[src/rtl/std_cache_pkg.sv]
// -----------------------------------------------------------------------------
// std_cache_pkg
//   Shared types for the L1 data cache request ports and the committed-store
//   drain queue.
//
//   dcache_req_i_t      : request bundle driven into a cache port
//   dcache_req_o_t      : response bundle returned by a cache port
//   store_drain_entry_t : one buffered committed store
//   drain_state_e       : drain FSM state
// -----------------------------------------------------------------------------
package std_cache_pkg;

    localparam int unsigned PADDR_W = 56;
    localparam int unsigned DATA_W  = 64;
    localparam int unsigned BE_W    = 8;
    localparam int unsigned INDEX_W = 12;
    localparam int unsigned TAG_W   = PADDR_W - INDEX_W;

    typedef struct packed {
        logic [INDEX_W-1:0] address_index;
        logic [TAG_W-1:0]   address_tag;
        logic [DATA_W-1:0]  data_wdata;
        logic               data_req;
        logic               data_we;
        logic [BE_W-1:0]    data_be;
        logic [1:0]         data_size;
        logic               kill_req;
        logic               tag_valid;
    } dcache_req_i_t;

    typedef struct packed {
        logic              data_gnt;
        logic              data_rvalid;
        logic [DATA_W-1:0] data_rdata;
    } dcache_req_o_t;

    typedef struct packed {
        logic [PADDR_W-1:0] paddr;
        logic [DATA_W-1:0]  data;
        logic [BE_W-1:0]    be;
        logic [1:0]         size;
    } store_drain_entry_t;

    typedef enum logic [1:0] {
        IDLE     = 2'd0,
        WAIT_GNT = 2'd1,
        SEND_TAG = 2'd2
    } drain_state_e;

endpackage

[src/rtl/dcache_store_drain.sv]
// -----------------------------------------------------------------------------
// dcache_store_drain
//   In-order committed-store queue feeding the L1 data cache store port.
//   Stores are buffered (up to DEPTH) and drained one at a time from the head
//   using the cache's two-phase index/tag request protocol.
//
//   Handshakes:
//     store side : a store is taken on a rising clock edge when valid_i and
//                  ready_o are both high; ready_o depends only on the queue
//                  fill level, never on valid_i.
//     cache side : data_req is held, with every request field stable, until
//                  data_gnt is seen high on a rising edge. The cycle after the
//                  grant carries tag_valid with the tag and data_req low; the
//                  head entry is popped at the end of that cycle.
//
//   Ports:
//     clk_i, rst_ni          clock, asynchronous active-low reset
//     valid_i / ready_o      committed-store push handshake
//     paddr_i, data_i,
//     be_i, size_i           store payload
//     page_offset_i          load page offset to check against queued stores
//     page_offset_matches_o  some queued store shares paddr[11:3]
//     empty_o                nothing queued and drain FSM idle
//     req_port_o/req_port_i  cache store port request / response
//     dbg_state              drain FSM state, for observation only
// -----------------------------------------------------------------------------
module dcache_store_drain
    import std_cache_pkg::*;
#(
    parameter int unsigned DEPTH = 8
) (
    input  logic                clk_i,
    input  logic                rst_ni,
    input  logic                valid_i,
    output logic                ready_o,
    input  logic [55:0]         paddr_i,
    input  logic [63:0]         data_i,
    input  logic [7:0]          be_i,
    input  logic [1:0]          size_i,
    input  logic [11:0]         page_offset_i,
    output logic                page_offset_matches_o,
    output logic                empty_o,
    output dcache_req_i_t       req_port_o,
    input  dcache_req_o_t       req_port_i,
    output drain_state_e        dbg_state
);

    localparam int unsigned PTR_W = $clog2(DEPTH);
    localparam int unsigned CNT_W = PTR_W + 1;
    localparam logic [CNT_W-1:0] FULL_COUNT = CNT_W'(DEPTH);

    // -------------------------------------------------------------------------
    // Storage and bookkeeping
    // -------------------------------------------------------------------------
    store_drain_entry_t entries_q [DEPTH];
    logic [DEPTH-1:0]   valid_q;
    logic [PTR_W-1:0]   wptr_q;
    logic [PTR_W-1:0]   rptr_q;
    logic [CNT_W-1:0]   count_q;

    drain_state_e       state_q;
    drain_state_e       state_d;

    store_drain_entry_t head;
    logic               not_empty;
    logic               push;
    logic               pop;

    // Read-side response fields carry nothing for stores.
    logic               unused_rsp;
    assign unused_rsp = ^{req_port_i.data_rvalid, req_port_i.data_rdata,
                          page_offset_i[2:0]};

    assign head      = entries_q[rptr_q];
    assign not_empty = (count_q != '0);
    assign ready_o   = (count_q != FULL_COUNT);
    assign push      = valid_i && ready_o;
    // The head leaves the queue at the end of its tag cycle.
    assign pop       = (state_q == SEND_TAG);
    assign empty_o   = !not_empty && (state_q == IDLE);
    assign dbg_state = state_q;

    // Payload storage needs no reset; valid_q qualifies every use of it.
    always_ff @(posedge clk_i) begin
        if (push) begin
            entries_q[wptr_q] <= '{paddr: paddr_i, data: data_i,
                                   be: be_i, size: size_i};
        end
    end

    always_ff @(posedge clk_i or negedge rst_ni) begin
        if (!rst_ni) begin
            valid_q <= '0;
            wptr_q  <= '0;
            rptr_q  <= '0;
            count_q <= '0;
        end else begin
            // A push never targets the slot being popped: a pop needs a
            // non-empty queue and a push needs a non-full one, so the two
            // pointers can only coincide when one of them is blocked.
            if (pop) begin
                valid_q[rptr_q] <= 1'b0;
                rptr_q          <= rptr_q + PTR_W'(1);
            end
            if (push) begin
                valid_q[wptr_q] <= 1'b1;
                wptr_q          <= wptr_q + PTR_W'(1);
            end
            case ({push, pop})
                2'b10:   count_q <= count_q + CNT_W'(1);
                2'b01:   count_q <= count_q - CNT_W'(1);
                default: count_q <= count_q;
            endcase
        end
    end

    // -------------------------------------------------------------------------
    // Load-after-store offset check over every occupied slot, head included
    // -------------------------------------------------------------------------
    always_comb begin
        page_offset_matches_o = 1'b0;
        for (int i = 0; i < int'(DEPTH); i++) begin
            if (valid_q[i] && (entries_q[i].paddr[11:3] == page_offset_i[11:3])) begin
                page_offset_matches_o = 1'b1;
            end
        end
    end

    // -------------------------------------------------------------------------
    // Drain FSM: state register
    // -------------------------------------------------------------------------
    always_ff @(posedge clk_i or negedge rst_ni) begin
        if (!rst_ni) begin
            state_q <= IDLE;
        end else begin
            state_q <= state_d;
        end
    end

    // -------------------------------------------------------------------------
    // Drain FSM: next state
    // IDLE already drives the request when the queue holds something, so a
    // grant seen in IDLE skips straight to the tag phase.
    // -------------------------------------------------------------------------
    always_comb begin
        state_d = state_q;
        unique case (state_q)
            IDLE: begin
                if (not_empty) begin
                    state_d = req_port_i.data_gnt ? SEND_TAG : WAIT_GNT;
                end
            end
            WAIT_GNT: begin
                if (req_port_i.data_gnt) begin
                    state_d = SEND_TAG;
                end
            end
            SEND_TAG: begin
                state_d = IDLE;
            end
            default: begin
                state_d = IDLE;
            end
        endcase
    end

    // -------------------------------------------------------------------------
    // Drain FSM: outputs
    // Request fields come straight from the head slot, which cannot change
    // until the pop, so they stay stable for as long as data_req is high.
    // -------------------------------------------------------------------------
    always_comb begin
        req_port_o = '0;
        if (((state_q == IDLE) && not_empty) || (state_q == WAIT_GNT)) begin
            req_port_o.data_req      = 1'b1;
            req_port_o.data_we       = 1'b1;
            req_port_o.address_index = head.paddr[11:0];
            req_port_o.data_wdata    = head.data;
            req_port_o.data_be       = head.be;
            req_port_o.data_size     = head.size;
        end
        if (state_q == SEND_TAG) begin
            req_port_o.address_tag = head.paddr[55:12];
            req_port_o.tag_valid   = 1'b1;
        end
    end

endmodule
[config.mk]
export PLATFORM = sky130hd
export DESIGN_NAME = dcache_store_drain
export DESIGN_NICKNAME = d
export VERILOG_FILES = /design/src/rtl/std_cache_pkg.sv /design/src/rtl/dcache_store_drain.sv
export SDC_FILE = /design/constraint.sdc
export NUM_CORES = 1
export LEC_CHECK = 0
export BUFFER_PORTS_ARGS = -buffer_cell sky130_fd_sc_hd__buf_2
export CAP_MARGIN = 5
export CELL_PAD_IN_SITES_DETAIL_PLACEMENT = 0
export CELL_PAD_IN_SITES_GLOBAL_PLACEMENT = 2
export CORE_UTILIZATION = 38
export DETAILED_ROUTE_END_ITERATION = 12
export GPL_ROUTABILITY_DRIVEN = 0
export PLACE_DENSITY = 0.77
export SYNTH_ARGS = -nofsm -noshare
export SYNTH_HDL_FRONTEND = slang
export SYNTH_SLANG_ARGS = --single-unit
export TNS_END_PERCENT = 1
[constraint.sdc]
create_clock -name clk_i -period 10.71 [get_ports clk_i]
set_input_delay 1.6065 -clock clk_i [delete_from_list [all_inputs] [get_ports clk_i]]
set_output_delay 1.6065 -clock clk_i [all_outputs]
set_load 0.02 [all_outputs]
==> impl_metrics.ini, run 1 <==
[status]
status = finished clean

[global_route]
grt_max_degree = 134
grt.overflow.total = 0
grt_pass1_wl_mm = 137.4
track_usage_pct = 17.00
grt_pass1_vias = 20793
antenna_found_initial = 21

[cts]
cts-resized-gates = 0
cts_tree = built
root_buffer = clkbuf_16
holdBufCountCts = 0
path_clk_slew_ps = 60
post_cts.repair.setup_buffers = 0
ctsHtreeMaxLevel = 3
cts.sinks = 1060
clk_path_buf_depth = 3
cts_made_buffers = 111
clk-insertion-delay-late_ps = 700

[pwr]
comb_power_share_pct = 29.0
p_sw_w = 0.004030
p_int_w = 0.008828
pwr-share-clk_pct = 28.2
p_seq_share_pct = 42.8
leakage_nw = 15.74
max-vdd-ir-drop_mv = 0.1844
p_per_area_nw_per_um2 = 269.9
p_sw_share_pct = 31.34

[detailed_routing]
firstDrtPassIters = 5
drt-total-wl_mm = 93.35
via_count = 19202
post-route-drc-count = 0
routedWlPerCell_um = 25.36
drt.antenna.violating_nets = 0
via_per_inst = 5.217
drt_first_iter_violations = 1251

[die]
die_h_um = 332.0
rows = 120
coreArea_um2 = 107500
ios = 350
fp.dieW_um = 332.0
start_util_pct = 38.50
dieArea_um2 = 110300

[critical_path]
cp_max_fo = 76
r2r_end = entries_q[0][79]$_DFFE_PP_
cp.required_ps = 9100
r2r_slack_ps = 6700
cp-end-kind = output pin
startpoint = rptr_q[2]$_DFFE_PN0P_
worstSetupEndpoint = req_port_o[32]
path_class = flip-flop to output pin
r2r_start = count_q[0]$_DFFE_PN0P_
cp-start-kind = flip-flop
arrival_ps = 4210
ff2ff_path_depth = 7

[placement]
dpl.hpwl_mm = 50.80
post-place-cells = 3477
numPortBuffers = 280
place_area_um2 = 44170
placement.setup.worst_slack_ps = 5545

[layout]
fin_nets = 2404
mostFrequentLayoutCell = edfxtp_1
layout_common_cells = edfxtp_1 (1040), buf_2 (280), mux4_2 (258)
syn_to_final_growth_pct = 15.08
final_cells = 3681
drive_gt1_share_pct = 32.60
fin_area_um2 = 47630

[timing]
fin_ws_ps = 4897
worst_pin_slew_ps = 1176
min_period_over_period_pct = 54.28
layout_min_cycle_time_ps = 5813
rsz0062_at_grt = no
holdWs_ps = 502.1
finClkSkew_ps = 20.39
hold_violations = 0
relSlewSlack_pct = 21.58
clock.fmax_mhz = 172.0
setup_violations = 0
tns_ps = 0
maxSlewViolCount = 0

[logic_synthesis]
synth_seq_area_share_pct = 76.66
synth_edf_count = 1040
synth-async-reset-ratio_pct = 1.887
synth_cells = 1863
syn_area_um2 = 41390
avgSynthCellArea_um2 = 22.22
synth-main-ff-cell = edfxtp_1
ys_types = 38
ys.warnings.count = 0
ys_ff_latch = 1060
syn-num-nets = 2080

[flow_run]
drv_cap = 0

[worst_hold_path]
hold_class = flip-flop to flip-flop
[cell usage after synthesis, drive strengths merged, types with 2 or more instances]
| cell type | n | area (um2) |
|---|---|---|
| buf | 88 | 694.4 |
| clkbuf | 15 | 56.30 |
| dfrtp | 20 | 500.5 |
| edfxtp | 1040 | 31230 |
| ha | 5 | 62.56 |
| inv | 5 | 18.76 |
| mux2 | 3 | 33.78 |
| mux2i | 130 | 1301 |
| mux4 | 258 | 5811 |
| nand2 | 13 | 48.80 |
| nand2b | 8 | 50.05 |
| nand3 | 2 | 10.01 |
| nand4 | 10 | 62.56 |
| nor2 | 139 | 521.8 |
| nor2b | 2 | 12.51 |
| nor3 | 3 | 15.01 |
| nor4 | 17 | 106.4 |
| o21ai | 13 | 65.06 |
| o31ai | 3 | 22.52 |
| or2 | 2 | 12.52 |
| xnor2 | 13 | 113.9 |
| xor2 | 66 | 578.1 |
[through the flow]
step | power, W | utilization (%)
floorplan | 0.008380 | -
global placement | 0.009348 | 41.09
detailed placement | 0.009429 | 41.09
CTS | 0.01308 | 44.30
global route | 0.01345 | 44.31
finish | 0.01286 | 44.31
[worst max-delay path, cell delays in order (launching register included)]
cell	delay (ps)
dfrtp_4	1030
buf_4	980
nand2b_1	300
o22ai_1	120
nor4_1	650
buf_2	300
[power by group through the flow]
stage	Combinational, W	Clock (W)	Sequential [W]
6_report	0.00373	0.00363	0.00550
5_1_grt	0.00402	0.00387	0.00556
4_1_cts	0.00384	0.00373	0.00552
3_5_place_dp	0.00382	0	0.00560
3_3_place_gp	0.00379	0	0.00556
2_1_floorplan	0.00284	0	0.00554
[worst min path at each step]
stage	startpoint	end	slack (ps)	cells after the start
finish	wptr_q[2]$_DFFE_PN0P_	wptr_q[2]$_DFFE_PN0P_	500	1
global route	count_q[3]$_DFFE_PN0P_	count_q[3]$_DFFE_PN0P_	530	1
CTS	wptr_q[2]$_DFFE_PN0P_	wptr_q[2]$_DFFE_PN0P_	500	1
detailed placement	wptr_q[2]$_DFFE_PN0P_	wptr_q[2]$_DFFE_PN0P_	490	1
global placement	wptr_q[2]$_DFFE_PN0P_	wptr_q[2]$_DFFE_PN0P_	490	1
floorplan	wptr_q[2]$_DFFE_PN0P_	wptr_q[2]$_DFFE_PN0P_	460	1
[cells by family (layout without fill, tap and decap cells)]
group	after synthesis	after routing	synth area share, %
and+or+nand+nor	197	197	2.043
DFF	1060	1060	76.66
muxes	391	391	17.26
adders and majority gates	6	6	0.1995
AOI/OAI and AO/OA	21	21	0.2962
other	1	6	0.009060
xor gates and xnor gates	79	79	1.672
buffers and inverters	108	518	1.859
[layout make-up]
cell class                 instances  area (um2)
antenna                            5       12.51
inverter                           5       18.77
tap                             1403        1755
clock inverter                    54       493.0
timing repair buffer             314        1694
sequential                      1060       31740
clock buffer                     145        2955
fill                            9113       59870
multi-input combinational        695        8964
[metal layers]
| layer | GRT usage (%) | wire (um) |
|---|---|---|
| met3 | 3.777 | 5089 |
| met4 | 5.230 | 2190 |
| met5 | 0 | 127 |
| met2 | 28.45 | 46650 |
| met1 | 22.10 | 39300 |
[state kept, by name, indices dropped and copies added (netlist names)]
register / flops
rptr_q: 3
count_q: 4
dbg_state: 2
entries_q: 1040
wptr_q: 3
valid_q: 8
No activity file was read; power rests on OpenSTA's default activity.
==> inputs of run 2 (changes only) <==
- ABC_AREA: not set -> 1
- PLACE_DENSITY: 0.77 -> 0.82
- clock period: 10.71 -> 5.6 ns (I/O delays scaled with it)
==> run 2 against run 1 <==
Area after synthesis grew 2.0%; first-iteration DRC count rose by 41%; non-clock buffer count rose by 11; count of clock-buffer cells in the layout decreased by 11; largest cell class unchanged; highest routed layer unchanged.
==> impl_metrics.ini, run 2 <==
[logic_synthesis]
syn_area_um2 = 42230
ys.warnings.count = 0
ys_ff_latch = 1060
synth-async-reset-ratio_pct = 1.887
yosysTopAreaCell = edfxtp_1
synth_seq_area_share_pct = 75.14
netlist.area_leader.share_pct = 73.96
synth-main-ff-cell = edfxtp_1
post-synth-top-count-cell = edfxtp_1
synth_cells = 3334
ys_types = 36
synth_area_leaders = edfxtp_1 (74%), nand2_1 (7.3%), nand3_1 (3.8%), o21ai_0 (2.5%), nor2_1 (2.3%)
avgSynthCellArea_um2 = 12.67
syn-num-nets = 3551
synth_common_cells = edfxtp_1 (1040), nand2_1 (821), nand3_1 (322), nor2_1 (256), o21ai_0 (215)
synth_edf_count = 1040

[cts]
cts_tree = built
cts_made_buffers = 113
clk-insertion-delay-late_ps = 720
path_clk_slew_ps = 60
cts.sinks = 1060
post_cts.repair.setup_buffers = 0
root_buffer = clkbuf_16
cts-resized-gates = 0
ctsHtreeMaxLevel = 3
holdBufCountCts = 0
clk_path_buf_depth = 3

[critical_path]
path_cells = inv_2, nor2_4, buf_4, o21ai_0, o21ai_0, inv_1, a31oi_1, buf_2
r2r_end = entries_q[5][94]$_DFFE_PP_
cpMostUsedCell = o21ai_0
ff2ff_path_depth = 5
worst_path_largest_cell_delay_ps = 800
arrival_ps = 3410
cp-end-kind = output pin
r2r_slack_ps = 2830
critPathBufInv = 4
crit_family = buffers and inverters
cp-start-kind = flip-flop
path_class = flip-flop to output pin
crit_path_top_delay_cell = buf_4
cp_max_fo = 59
cp.required_ps = 4760
r2r_start = count_q[0]$_DFFE_PN0P_

[layout]
reg_top3 = entries_q: 1040 flops, valid_q: 8 flops, count_q: 4 flops
largest_reg_flops = 1040
mostFrequentLayoutCell = edfxtp_1
fin_nets = 3795
final_cells = 5150
layout_common_cells = edfxtp_1 (1040), nand2_1 (821), nand3_1 (322)
syn_to_final_growth_pct = 15.49
drive_gt1_share_pct = 13.71
regMostFlops = entries_q

[pwr]
leakage_nw = 17.08
max-vdd-ir-drop_mv = 0.5335
p_per_area_nw_per_um2 = 525.0
power.total_w = 0.02560

[timing]
min_period_over_period_pct = 75.85
worst_pin_slew_ps = 1111
setup_violations = 0
clock.fmax_mhz = 235.4
maxSlewViolCount = 0
fin_ws_ps = 1352
relSlewSlack_pct = 25.95
finClkSkew_ps = 33.29
tns_ps = 0
hold_violations = 0
rsz0062_at_grt = no
layout_min_cycle_time_ps = 4248

[detailed_routing]
via_count = 25894
via_per_inst = 5.028
drt-total-wl_mm = 107.7
drt.antenna.violating_nets = 0
post-route-drc-count = 0
routedWlPerCell_um = 20.91
firstDrtPassIters = 5
drt_first_iter_violations = 1770

[placement]
placement.setup.worst_slack_ps = 1960
post-place-cells = 4939
numPortBuffers = 280
dpl.hpwl_mm = 54.77

[die]
dieArea_um2 = 112500
die_h_um = 335.4
fp.dieW_um = 335.4
coreArea_um2 = 109500
ios = 350
start_util_pct = 38.58
rows = 121

[global_route]
grt_pass1_wl_mm = 160.4
grt.overflow.total = 0
track_usage_pct = 19.13
antenna_found_initial = 20
grt_max_degree = 267
grt_pass1_vias = 25177

[flow_run]
drv_cap = 0

[worst_hold_path]
hold_class = primary input to asynchronous set/reset pin

[status]
status = finished clean
## run 2: worst max-delay path by stage
stage,startpoint,endpoint,slack (ps),cells after the start
final,rptr_q[1]$_DFFE_PN0P_,req_port_o[80],1350,8
after global routing,rptr_q[1]$_DFFE_PN0P_,req_port_o[80],1080,8
after CTS,rptr_q[0]$_DFFE_PN0P_,req_port_o[14],1170,7
after detailed placement,rptr_q[0]$_DFFE_PN0P_,req_port_o[14],1960,7
after global placement,rptr_q[0]$_DFFE_PN0P_,req_port_o[14],1990,7
after floorplan,valid_i,entries_q[0][0]$_DFFE_PP_,-1790,4
## run 2: layout make-up
| class | count | area, um2 |
|---|---|---|
| inverters | 110 | 431.7 |
| multi-input cells | 1968 | 9203 |
| diodes | 5 | 12.51 |
| repair buffers | 325 | 1964 |
| well taps | 1476 | 1847 |
| flip-flops and latches | 1060 | 31730 |
| clock inverters | 72 | 671.9 |
| clock buffers | 134 | 2907 |
| fillers | 9951 | 60690 |
## run 2: metal layers
layer  share of wire, %  vias to the layer above  wire length (um)  GRT usage [%]
li1                   -                    12397                 -              -
met1                 44                    12742             47250          25.24
met2                 49                      574             52530          32.27
met3                5.4                      159              5836          3.609
met4                1.8                       22              1913          5.101
met5               0.12                        -               133              0
## run 2: metrics by stage
step	hold WS (ps)	area, um2	utilization, %
after floorplan	462.7	42230	-
after global placement	491.7	45180	41.28
after detailed placement	496.9	45180	41.28
after CTS	76.92	48760	44.54
after global routing	109.8	48760	44.55
final	121.0	48770	44.56
## run 2: cell families (layout without fill, tap and decap cells)
group | count (synthesis) | count (layout) | synth area share (%)
xor gates and xnor gates | 28 | 28 | 0.5807
other | 1 | 6 | 0.008880
AOI/OAI and AO/OA | 431 | 431 | 5.893
adders and majority gates | 6 | 6 | 0.1956
DFF | 1060 | 1060 | 75.14
and+or+nand+nor | 1502 | 1502 | 14.92
buffers and inverters | 306 | 641 | 3.262
## run 2: worst register-to-register path, cell delays in order, from the launching register on
cell and delay, ps:
dfrtp_1 400, nor2_1 90, nand3_2 120, nand3_1 430
nor2_4 830, buf_12 440
## run 2: report_power, final
group / switching [W] / leakage [nW] / total [W] / internal, W
clock network: 0.00304 / 1.74 / 0.00719 / 0.00415
logic: 0.00603 / 5.68 / 0.00822 / 0.00219
registers: 0.000280 / 9.66 / 0.0102 / 0.00991
